`src/rtl/predecode_queue_if.sv`:
```
// Handshake bundle between the fetch path, the predecode queue and the decode stage.
interface predecode_queue_if #(
  parameter int unsigned PC_W = 16
);
  logic            flush;
  logic [PC_W-1:0] flush_pc;
  logic            in_valid;
  logic [7:0]      in_data;
  logic            in_ready;
  logic            out_valid;
  logic            out_ready;
  logic [7:0]      out_opcode;
  logic [15:0]     out_operand;
  logic [1:0]      out_len;
  logic [PC_W-1:0] out_pc;
  logic            out_jam;

  modport master (
    output flush, flush_pc, in_valid, in_data, out_ready,
    input  in_ready, out_valid, out_opcode, out_operand, out_len, out_pc, out_jam
  );

  modport slave (
    input  flush, flush_pc, in_valid, in_data, out_ready,
    output in_ready, out_valid, out_opcode, out_operand, out_len, out_pc, out_jam
  );
endinterface

```
`src/rtl/predecode_queue.sv`:
```
// Byte prefetch queue that predecodes the head opcode and hands out whole 1-3 byte instructions.
// Optional JAM opcode detection and halt: define PREDECODE_JAM_DETECT_EN.
module predecode_queue #(
  parameter int unsigned DEPTH = 8,
  parameter int unsigned PC_W  = 16
) (
  input  logic              clk,
  input  logic              rst_n,
  predecode_queue_if.slave  bus
);

  localparam int unsigned PTR_W = $clog2(DEPTH);
  localparam int unsigned CNT_W = PTR_W + 1;

  logic [7:0]       mem_q [DEPTH];
  logic [PTR_W-1:0] rd_ptr_q, rd_ptr_d;
  logic [PTR_W-1:0] wr_ptr_q, wr_ptr_d;
  logic [CNT_W-1:0] count_q, count_d;
  logic [PC_W-1:0]  pc_q, pc_d;

  logic [7:0]  head_op_c;
  logic [7:0]  byte1_c;
  logic [7:0]  byte2_c;
  logic [1:0]  len_c;
  logic        jam_c;
  logic        halted_c;
  logic        in_ready_c;
  logic        out_valid_c;
  logic        push_c;
  logic        pop_c;

  // Length rule on the raw opcode bits: 1, 2 or 3 bytes.
  function automatic logic [1:0] predecode_len(input logic [7:0] op);
    logic [1:0] len;
    len = 2'd2;
    if (op == 8'h00 || op == 8'h40 || op == 8'h60 ||
        (op & 8'b0000_1101) == 8'b0000_1000) begin
      len = 2'd1;
    end else if (op == 8'h20 ||
                 (op & 8'b0000_1100) == 8'b0000_1100 ||
                 (op & 8'b0001_1101) == 8'b0001_1001) begin
      len = 2'd3;
    end
    return len;
  endfunction

  assign head_op_c = mem_q[rd_ptr_q];
  assign byte1_c   = mem_q[rd_ptr_q + PTR_W'(1)];
  assign byte2_c   = mem_q[rd_ptr_q + PTR_W'(2)];

`ifdef PREDECODE_JAM_DETECT_EN
  logic halted_q, halted_d;

  always_comb begin
    case (head_op_c)
      8'h02, 8'h12, 8'h22, 8'h32, 8'h42, 8'h52,
      8'h62, 8'h72, 8'h92, 8'hB2, 8'hD2, 8'hF2: jam_c = 1'b1;
      default:                                 jam_c = 1'b0;
    endcase
  end

  assign len_c    = jam_c ? 2'd1 : predecode_len(head_op_c);
  assign halted_c = halted_q;
`else
  assign jam_c    = 1'b0;
  assign len_c    = predecode_len(head_op_c);
  assign halted_c = 1'b0;
`endif

  assign in_ready_c  = (count_q < CNT_W'(DEPTH)) && !halted_c;
  assign out_valid_c = (count_q >= CNT_W'(len_c)) && !bus.flush && !halted_c;
  assign push_c      = bus.in_valid && in_ready_c && !bus.flush;
  assign pop_c       = out_valid_c && bus.out_ready;

  assign bus.in_ready    = in_ready_c;
  assign bus.out_valid   = out_valid_c;
  assign bus.out_opcode  = head_op_c;
  assign bus.out_len     = len_c;
  assign bus.out_pc      = pc_q;
  assign bus.out_jam     = jam_c;
  // Operand bytes past the instruction length or past the filled region read as zero.
  assign bus.out_operand = {
    ((len_c == 2'd3) && (count_q >= CNT_W'(3))) ? byte2_c : 8'h00,
    ((len_c != 2'd1) && (count_q >= CNT_W'(2))) ? byte1_c : 8'h00
  };

  // Next-state: flush wins over any push or pop in the same cycle.
  always_comb begin
    rd_ptr_d = rd_ptr_q;
    wr_ptr_d = wr_ptr_q;
    count_d  = count_q;
    pc_d     = pc_q;
`ifdef PREDECODE_JAM_DETECT_EN
    halted_d = halted_q;
`endif
    if (bus.flush) begin
      rd_ptr_d = '0;
      wr_ptr_d = '0;
      count_d  = '0;
      pc_d     = bus.flush_pc;
`ifdef PREDECODE_JAM_DETECT_EN
      halted_d = 1'b0;
`endif
    end else begin
      if (push_c) begin
        wr_ptr_d = wr_ptr_q + PTR_W'(1);
      end
      if (pop_c) begin
        rd_ptr_d = rd_ptr_q + PTR_W'(len_c);
        pc_d     = pc_q + PC_W'(len_c);
`ifdef PREDECODE_JAM_DETECT_EN
        if (jam_c) begin
          halted_d = 1'b1;
        end
`endif
      end
      count_d = count_q + CNT_W'(push_c) - (pop_c ? CNT_W'(len_c) : CNT_W'(0));
    end
  end

  always_ff @(posedge clk or negedge rst_n) begin
    if (!rst_n) begin
      rd_ptr_q <= '0;
      wr_ptr_q <= '0;
      count_q  <= '0;
      pc_q     <= '0;
`ifdef PREDECODE_JAM_DETECT_EN
      halted_q <= 1'b0;
`endif
    end else begin
      rd_ptr_q <= rd_ptr_d;
      wr_ptr_q <= wr_ptr_d;
      count_q  <= count_d;
      pc_q     <= pc_d;
`ifdef PREDECODE_JAM_DETECT_EN
      halted_q <= halted_d;
`endif
    end
  end

  // Byte storage; cleared on reset so the head decodes as a 1-byte 0x00.
  always_ff @(posedge clk or negedge rst_n) begin
    if (!rst_n) begin
      for (int i = 0; i < int'(DEPTH); i++) begin
        mem_q[i] <= 8'h00;
      end
    end else if (push_c) begin
      mem_q[wr_ptr_q] <= bus.in_data;
    end
  end

endmodule

```
`src/flat_wrapper.sv`:
```
// flat-port wrapper written by rule: the top's interface ports become plain ports
module predecode_queue_flat 
#(
  parameter int unsigned DEPTH = 8,
  parameter int unsigned PC_W  = 16
)
  (clk, rst_n, bus_flush, bus_flush_pc, bus_in_valid, bus_in_data, bus_out_ready, bus_in_ready, bus_out_valid, bus_out_opcode, bus_out_operand, bus_out_len, bus_out_pc, bus_out_jam);
  predecode_queue_if #(.PC_W(PC_W)) bus_i ();
  input  logic clk;
  input  logic rst_n;
  input wire logic [$bits(bus_i.flush)-1:0] bus_flush;
  input wire logic [$bits(bus_i.flush_pc)-1:0] bus_flush_pc;
  input wire logic [$bits(bus_i.in_valid)-1:0] bus_in_valid;
  input wire logic [$bits(bus_i.in_data)-1:0] bus_in_data;
  input wire logic [$bits(bus_i.out_ready)-1:0] bus_out_ready;
  output wire logic [$bits(bus_i.in_ready)-1:0] bus_in_ready;
  output wire logic [$bits(bus_i.out_valid)-1:0] bus_out_valid;
  output wire logic [$bits(bus_i.out_opcode)-1:0] bus_out_opcode;
  output wire logic [$bits(bus_i.out_operand)-1:0] bus_out_operand;
  output wire logic [$bits(bus_i.out_len)-1:0] bus_out_len;
  output wire logic [$bits(bus_i.out_pc)-1:0] bus_out_pc;
  output wire logic [$bits(bus_i.out_jam)-1:0] bus_out_jam;
  assign bus_i.flush = bus_flush;
  assign bus_i.flush_pc = bus_flush_pc;
  assign bus_i.in_valid = bus_in_valid;
  assign bus_i.in_data = bus_in_data;
  assign bus_i.out_ready = bus_out_ready;
  assign bus_in_ready = bus_i.in_ready;
  assign bus_out_valid = bus_i.out_valid;
  assign bus_out_opcode = bus_i.out_opcode;
  assign bus_out_operand = bus_i.out_operand;
  assign bus_out_len = bus_i.out_len;
  assign bus_out_pc = bus_i.out_pc;
  assign bus_out_jam = bus_i.out_jam;
  predecode_queue #(.DEPTH(DEPTH), .PC_W(PC_W)) u_core (.clk(clk), .rst_n(rst_n), .bus(bus_i));
endmodule
```
`config.mk`:
```
export PLATFORM = sky130hd
export DESIGN_NAME = predecode_queue_flat
export DESIGN_NICKNAME = d
export VERILOG_FILES = /design/src/rtl/predecode_queue_if.sv /design/src/rtl/predecode_queue.sv /design/src/flat_wrapper.sv
export SDC_FILE = /design/constraint.sdc
export NUM_CORES = 1
export LEC_CHECK = 0
export ABC_CLOCK_PERIOD_IN_PS = 4000
export CORE_MARGIN = 2
export CORE_UTILIZATION = 51
export DETAILED_ROUTE_END_ITERATION = 8
export PLACE_DENSITY = 0.76
export SLEW_MARGIN = 5
export SYNTH_ARGS = -nofsm -noshare
export SYNTH_HDL_FRONTEND = slang
export SYNTH_SLANG_ARGS = --single-unit
```
`constraint.sdc`:
```
create_clock -name clk -period 4 [get_ports clk]
set_input_delay 0.8 -clock clk [delete_from_list [all_inputs] [get_ports clk]]
set_output_delay 0.8 -clock clk [all_outputs]
set_load 0.01 [all_outputs]
```
Yosys cells after proc, flatten, opt, wreduce, memory -nomap -nowiden:

Index checks and enable logic that the tools add are counted.

* register bits after elaboration: 90
* input port bits: 29
* output and inout bits: 45
* word-level logic and storage cells: 80

* add/sub/neg operators: 7
* $lt $le $gt $ge: 9
* equality and inequality tests: 8
* multiplexer cells: 24
* bitwise operators: 4
* reductions and logical operators: 16

Operators by type and width (number)
* 8-bit binary-select mux with 3-bit select: 3
* 8-bit 2-to-1 mux: 9
* 64-bit bitwise mux: 1
* 16-bit 2-to-1 mux: 2
* 8-bit demux with 3-bit select: 1
* 16-bit by 2-bit adder with 16-bit output: 1
* 8-bit by 7-bit equality test with 1-bit output (second input constant): 2
* 4-bit >= comparator (second input constant): 4
* 3-bit inverter with 4-bit output: 4
* 3-bit 2-to-1 mux: 4
* 8-bit by 6-bit equality test with 1-bit output (second input constant): 1
* 4-bit by 2-bit >= comparator with 1-bit output (second input constant): 2
* 8-bit logical NOT: 1
* 1-bit logical AND: 7
* 3-bit by 1-bit adder with 3-bit output (second input constant): 2
* 1-bit logical OR: 5
* 4-bit by 1-bit adder with 4-bit output: 1
* 2-bit equality test (second input constant): 2
* 4-bit equality test (second input constant): 1
* 4-bit by 2-bit >= comparator with 1-bit output: 1
* 4-bit by 1-bit < comparator with 1-bit output (second input constant): 1
* 4-bit < comparator (second input constant): 1
* 2-bit 2-to-1 mux: 2
* 4-bit 2-to-1 mux: 1
* other kinds (8): 9

Depth between registers and ports, before layout:

* depth after elaboration: 15
* depth in mapped cells: 21
* depth with buffers taken out: 18

Worst setup path before layout:

Ideal clock, no wire load.

* kind: reg2reg
* start point: register u_core.rd_ptr_q[0]
* end point: register u_core.count_q[3]
* setup time: 132 ps
* arrival: 4374 ps
* required time: 3868 ps
* slack: -506 ps
* stages on the path, launching flop included: 21
* path buffers: 4
* clock period less this slack: 4506 ps
* path through: dfrtp_1 buf_6 buf_4 buf_4 mux4_2 mux2i_1 inv_1 nor3_1 nor2_1 ha_1 nand2b_1 a211o_1 nand3_1 clkbuf_1 or2_2 ha_1 ha_1 a21o_1 a21oi_1 xnor2_1 nor2_1

* cells in the longest elaborated chain, start to end: 15
* elaborated cells between the ends (all ways): 24
* those cells by class: add/sub: 1; order compare: 1; eq/ne: 6; mux: 7; bitwise: 1; reduce/logical: 8

RTL lines
* start: declaration: RTL line predecode_queue.sv:16 `logic [PTR_W-1:0] rd_ptr_q, rd_ptr_d;`
* start signal: assignment: RTL line predecode_queue.sv:131 `rd_ptr_q <= rd_ptr_d;`
* 3-bit inverter with 4-bit output (not written as such) (*): RTL line predecode_queue.sv:47 `assign head_op_c = mem_q[rd_ptr_q];`
* 8-bit binary-select mux with 3-bit select (*): RTL line predecode_queue.sv:47
* 8-bit 2-to-1 mux (not written as such) (*) (2 in series): RTL line predecode_queue.sv:47
* net bus_out_opcode[2]: RTL line flat_wrapper.sv:18 `output wire logic [$bits(bus_i.out_opcode)-1:0] bus_out_opcode;`
* 8-bit by 6-bit equality test with 1-bit output (tied with other cells): RTL line predecode_queue.sv:39 `end else if (op == 8'h20 ||`
* 1-bit logical OR, on equally long branches: RTL line predecode_queue.sv:39, predecode_queue.sv:36
* 1-bit logical OR, on equally long branches: RTL line predecode_queue.sv:40, predecode_queue.sv:36
* 1-bit 2-to-1 mux / 1-bit logical OR (equally long branches): RTL line predecode_queue.sv:39, predecode_queue.sv:36
* 2-bit 2-to-1 mux (*): RTL line predecode_queue.sv:36 `if (op == 8'h00 || op == 8'h40 || op == 8'h60 ||`
* net bus_out_len[0]: RTL line flat_wrapper.sv:20 `output wire logic [$bits(bus_i.out_len)-1:0] bus_out_len;`
* 4-bit by 2-bit >= comparator with 1-bit output: RTL line predecode_queue.sv:71 `assign out_valid_c = (count_q >= CNT_W'(len_c)) && !bus.flush && !halted_c;`
* 1-bit logical AND: RTL line predecode_queue.sv:71
* 1-bit logical AND: RTL line predecode_queue.sv:73 `assign pop_c = out_valid_c && bus.out_ready;`
* 2-bit 2-to-1 mux (*): RTL line predecode_queue.sv:117 `count_d = count_q + CNT_W'(push_c) - (pop_c ? CNT_W'(len_c) : CNT_W'(0));`
* 4-bit subtractor (*): RTL line predecode_queue.sv:117
* 4-bit 2-to-1 mux (*): RTL line predecode_queue.sv:96 `if (bus.flush) begin`
* net u_core.count_d[3]: RTL line predecode_queue.sv:18 `logic [CNT_W-1:0] count_q, count_d;`
* end signal: assignment: RTL line predecode_queue.sv:133 `count_q <= count_d;`
* end: declaration: RTL line predecode_queue.sv:18

The timed path passes the listed nets; every way through them passes the cells marked *. The select of a mux whose other input is x is not followed.
A chain may end at the register's enable or synchronous reset.

Worst setup path after layout:

* start point: register u_core.rd_ptr_q[0]
* end point: output bus_out_valid

* cells in the longest elaborated chain, start to end: 11
* elaborated cells between the ends (all ways): 20
* those cells by class: order compare: 1; eq/ne: 6; mux: 5; bitwise: 1; reduce/logical: 7

RTL lines
* 3-bit inverter with 4-bit output (not written as such) (*): RTL line predecode_queue.sv:47
* 8-bit binary-select mux with 3-bit select (*): RTL line predecode_queue.sv:47
* 8-bit 2-to-1 mux (not written as such) (*) (2 in series): RTL line predecode_queue.sv:47
* 8-bit by 6-bit equality test with 1-bit output (tied with other cells): RTL line predecode_queue.sv:39
* 1-bit logical OR, on equally long branches: RTL line predecode_queue.sv:39, predecode_queue.sv:36
* 1-bit logical OR, on equally long branches: RTL line predecode_queue.sv:40, predecode_queue.sv:36
* 1-bit 2-to-1 mux / 1-bit logical OR (equally long branches): RTL line predecode_queue.sv:39, predecode_queue.sv:36
* 2-bit 2-to-1 mux (*): RTL line predecode_queue.sv:36
* 4-bit by 2-bit >= comparator with 1-bit output (*): RTL line predecode_queue.sv:71
* 1-bit logical AND (*): RTL line predecode_queue.sv:71
* end: declaration: RTL line flat_wrapper.sv:17 `output wire logic [$bits(bus_i.out_valid)-1:0] bus_out_valid;`

Every way passes the cells marked *; elsewhere a longest branch is shown, timed or not. The select of a mux whose other input is x is not followed.

==> flow_metrics.env <==
export IMPL_powerDensity_nw_per_um2=784
export IMPL_drtAntennaViolNets=0
export IMPL_synthFlopType="dfrtp_1"
export IMPL_worstPathArrival_ns=3.30
export IMPL_power_frac_comb_pct=63.3
export IMPL_cts_tree="built"
export IMPL_cp_top_family="simple AND/OR/NAND/NOR gates"
export IMPL_skew_ns=0.00640
export IMPL_start_util_pct=52.0
export IMPL_grt_antenna_before_repair=0
export IMPL_dieArea_um2=12400
export IMPL_wire_per_inst_um=22.4
export IMPL_ff_latch_area_um2=2250
export IMPL_nNetsFinal=660
export IMPL_clock_latency_ns=0.34
export IMPL_synth_area_top_cells="dfrtp_1 (38%), mux2_2 (16%), mux4_2 (15%)"
export IMPL_ir_drop_uv=446
export IMPL_drc_errors=0
export IMPL_synth_top_area_share_pct=38.2
export IMPL_ys_ff_latch=90
export IMPL_cp_cell_sequence="buf_6 > buf_4 > clkbuf_16 > nor3_1 > nor4_1 > or4_4 > a311oi_4 > ha_4 > a211o_1 > and2_4 > buf_6"
export IMPL_synthArstFlopShare_pct=100
export IMPL_dp_hpwl_um=11300
export IMPL_crit_path_frequent_cell="buf_6"
export IMPL_cp_start_kind="flop"
export IMPL_die_x_um=111
export IMPL_postSynthCellCount=487
export IMPL_tns_ns=-0.261
export IMPL_area_growth_pct=33.2
export IMPL_p_seq_share_pct=22.5
export IMPL_min_period_ns=4.10
export IMPL_root_buffer="clkbuf_16"
export IMPL_htreeDepth=3
export IMPL_ios=74
export IMPL_floorplan_rows=39
export IMPL_min_period_over_period_pct=102
export IMPL_coreArea_um2=11300
export IMPL_vias=4878
export IMPL_placed_area_um2=7110
export IMPL_grt_overflow=0
export IMPL_slowest_stage="or4_4"
export IMPL_reg2reg_slack_ns=-0.09
export IMPL_slew_viol_final=0
export IMPL_critPathKind="flop to output port"
export IMPL_die_y_um=111
export IMPL_dr_pass1_iters=5
export IMPL_syn_nets=532
export IMPL_hold_violations=0
export IMPL_synthTopCellsByCount="dfrtp_1 (90), mux2_2 (83), mux4_2 (38)"
export IMPL_clkPwrFrac_pct=14.2
export IMPL_crit_path_end_kind="output port"
export IMPL_violations="negative setup slack"
export IMPL_clockBufferDepth=2
export IMPL_port_buffers=72
export IMPL_finalWirelength_um=17100
export IMPL_holdBufCountCts=0
export IMPL_critPathMaxFanout=11
export IMPL_fin_ws_ns=-0.0970
export IMPL_rsz0062_at_grt="true"
export IMPL_grt_use_total_pct=27.1
export IMPL_slew_headroom_pct=57.8
export IMPL_hold_path_class="primary input to async pin"
export IMPL_leakage_nw=3.42
export IMPL_multi_input_area_um2=3660
export IMPL_pre_cts_slack_ns=-0.364
export IMPL_critical_path_required_ns=3.20
export IMPL_cts_sinks=90
export IMPL_tightest_slew_ns=0.631
export IMPL_synth_top_area_cell="dfrtp_1"
export IMPL_critical_path_buf_inv_count=4
export IMPL_clk_transition_reported_paths_ns=0.06
export IMPL_grt_max_degree=42
export IMPL_max_cap_violations=0
export IMPL_outcome="complete, but fails checks"
export IMPL_finalSetupViolCount=4
export IMPL_place_congestion=0.938
export IMPL_ys_types=54
export IMPL_p_sw_mw=2.39
export IMPL_cts_buffers=9
export IMPL_routed_via_density=6.39
export IMPL_grt_pass1_vias=4819
export IMPL_yosysMostFrequentCell="dfrtp_1"
export IMPL_synth_edf_count=0
export IMPL_grt_pass1_wl_um=26500
export IMPL_syn_area_per_cell_um2=12.1
export IMPL_fillers=776
export IMPL_drtIter0Drc=575
export IMPL_yosys_warnings=0
export IMPL_diodes=0
export IMPL_p_sw_share_pct=38.9
export IMPL_max_freq_mhz=244
export IMPL_yosysSeqAreaShare_pct=38.2
export IMPL_layout_drive_gt1_share_pct=43.5
export IMPL_postLayoutCellArea_um2=7840
export IMPL_internal_power_mw=3.76
export IMPL_cp_slowest_stage_delay_ns=0.58
export IMPL_syn_area_um2=5890
-- placed cells by master, fill, tap and decap left out, types with 5 or more instances in the layout --
| cell type | netlist | final |
|---|---|---|
| a221o_1 | 9 | 9 |
| a31oi_1 | 8 | 8 |
| and3_1 | 8 | 8 |
| buf_12 | 0 | 6 |
| buf_4 | 6 | 65 |
| buf_6 | 3 | 5 |
| clkbuf_16 | 0 | 10 |
| clkdlybuf4s50_1 | 0 | 53 |
| dfrtp_1 | 90 | 89 |
| dlygate4sd2_1 | 0 | 9 |
| ha_1 | 13 | 6 |
| ha_4 | 0 | 7 |
| inv_1 | 19 | 16 |
| mux2_2 | 83 | 82 |
| mux2i_1 | 8 | 5 |
| mux4_2 | 38 | 40 |
| nand2_1 | 35 | 35 |
| nand2b_1 | 7 | 7 |
| nand3_1 | 12 | 10 |
| nand4_1 | 13 | 13 |
| nor2_1 | 15 | 13 |
| nor2_2 | 7 | 9 |
| nor2b_1 | 7 | 7 |
| nor3_1 | 10 | 6 |
| nor3b_1 | 9 | 7 |
| o21ai_0 | 8 | 7 |
-- sequential cells by signal (all words and copies together) (netlist names) --
register / cells
u_core.bus.out_pc: 16
u_core.count_q: 4
u_core.mem_q: 64
u_core.rd_ptr_q: 3
u_core.wr_ptr_q: 3
-- metrics by stage --
step	power, mW	util [%]	hold WS [ns]	instances
after floorplan	3.30	-	0.489	487
after global placement	4.53	62.8	0.509	722
after detailed placement	4.63	62.8	0.521	722
after CTS	5.82	67.5	0.439	753
after global routing	6.47	69.3	0.450	763
final	6.15	69.3	0.425	763
-- final timing paths --
kind | end | start | cells past startpoint
setup / recovery | bus_out_valid | u_core.rd_ptr_q[0] | 11
hold / removal | u_core.mem_q[3] | rst_n | 1
setup reg to reg | u_core.count_q[1] | u_core.rd_ptr_q[0] | 17
hold reg to reg | u_core.mem_q[1] | u_core.mem_q[1] | 1
max in group asynchronous | u_core.mem_q[58] | rst_n | 2
min in group clk | u_core.mem_q[1] | u_core.mem_q[1] | 1
-- power groups by stage --
stage	Sequential [mW]	Clock, mW	Combinational (mW)
3_3_place_gp	1.35	0	3.17
5_1_grt	1.40	0.923	4.14
4_1_cts	1.35	0.885	3.58
2_1_floorplan	1.29	0	2.01
6_report	1.38	0.874	3.89
3_5_place_dp	1.38	0	3.26
-- cell type report --
type	count	share of cell area, %
multi-input combinational	347	46.7
sequential	90	28.7
timing repair buffer	147	17.4
clock buffer	12	3.27
tap	143	2.28
inverter	20	0.989
clock inverter	4	0.638
-- metal layers --
metal | GRT usage [%] | routed length [um] | vias up
met5 | 0 | 0 | -
met4 | 8.48 | 400 | 0
met3 | 4.46 | 1110 | 38
met2 | 44.6 | 8460 | 236
met1 | 37.2 | 7100 | 2484
li1 | - | - | 2120
-- repair_timing --
action                                  CTS  global route
buffers inserted                         14            10
cloned                                    1             1
endpoints found under the setup margin   30            15
pin swaps                                13            28
gates resized for setup                  39            37
-- logic make-up after synthesis --
family / synth area share (%)
AOI/OAI and AO/OA: 7.63
xor gates and xnor gates: 0.893
other: 0.0637
adders and majority gates: 3.78
DFF: 38.2
and+or+nand+nor: 12.4
muxes: 32.9
buffers and inverters: 4.04
Power figures use the tool's default switching activity.
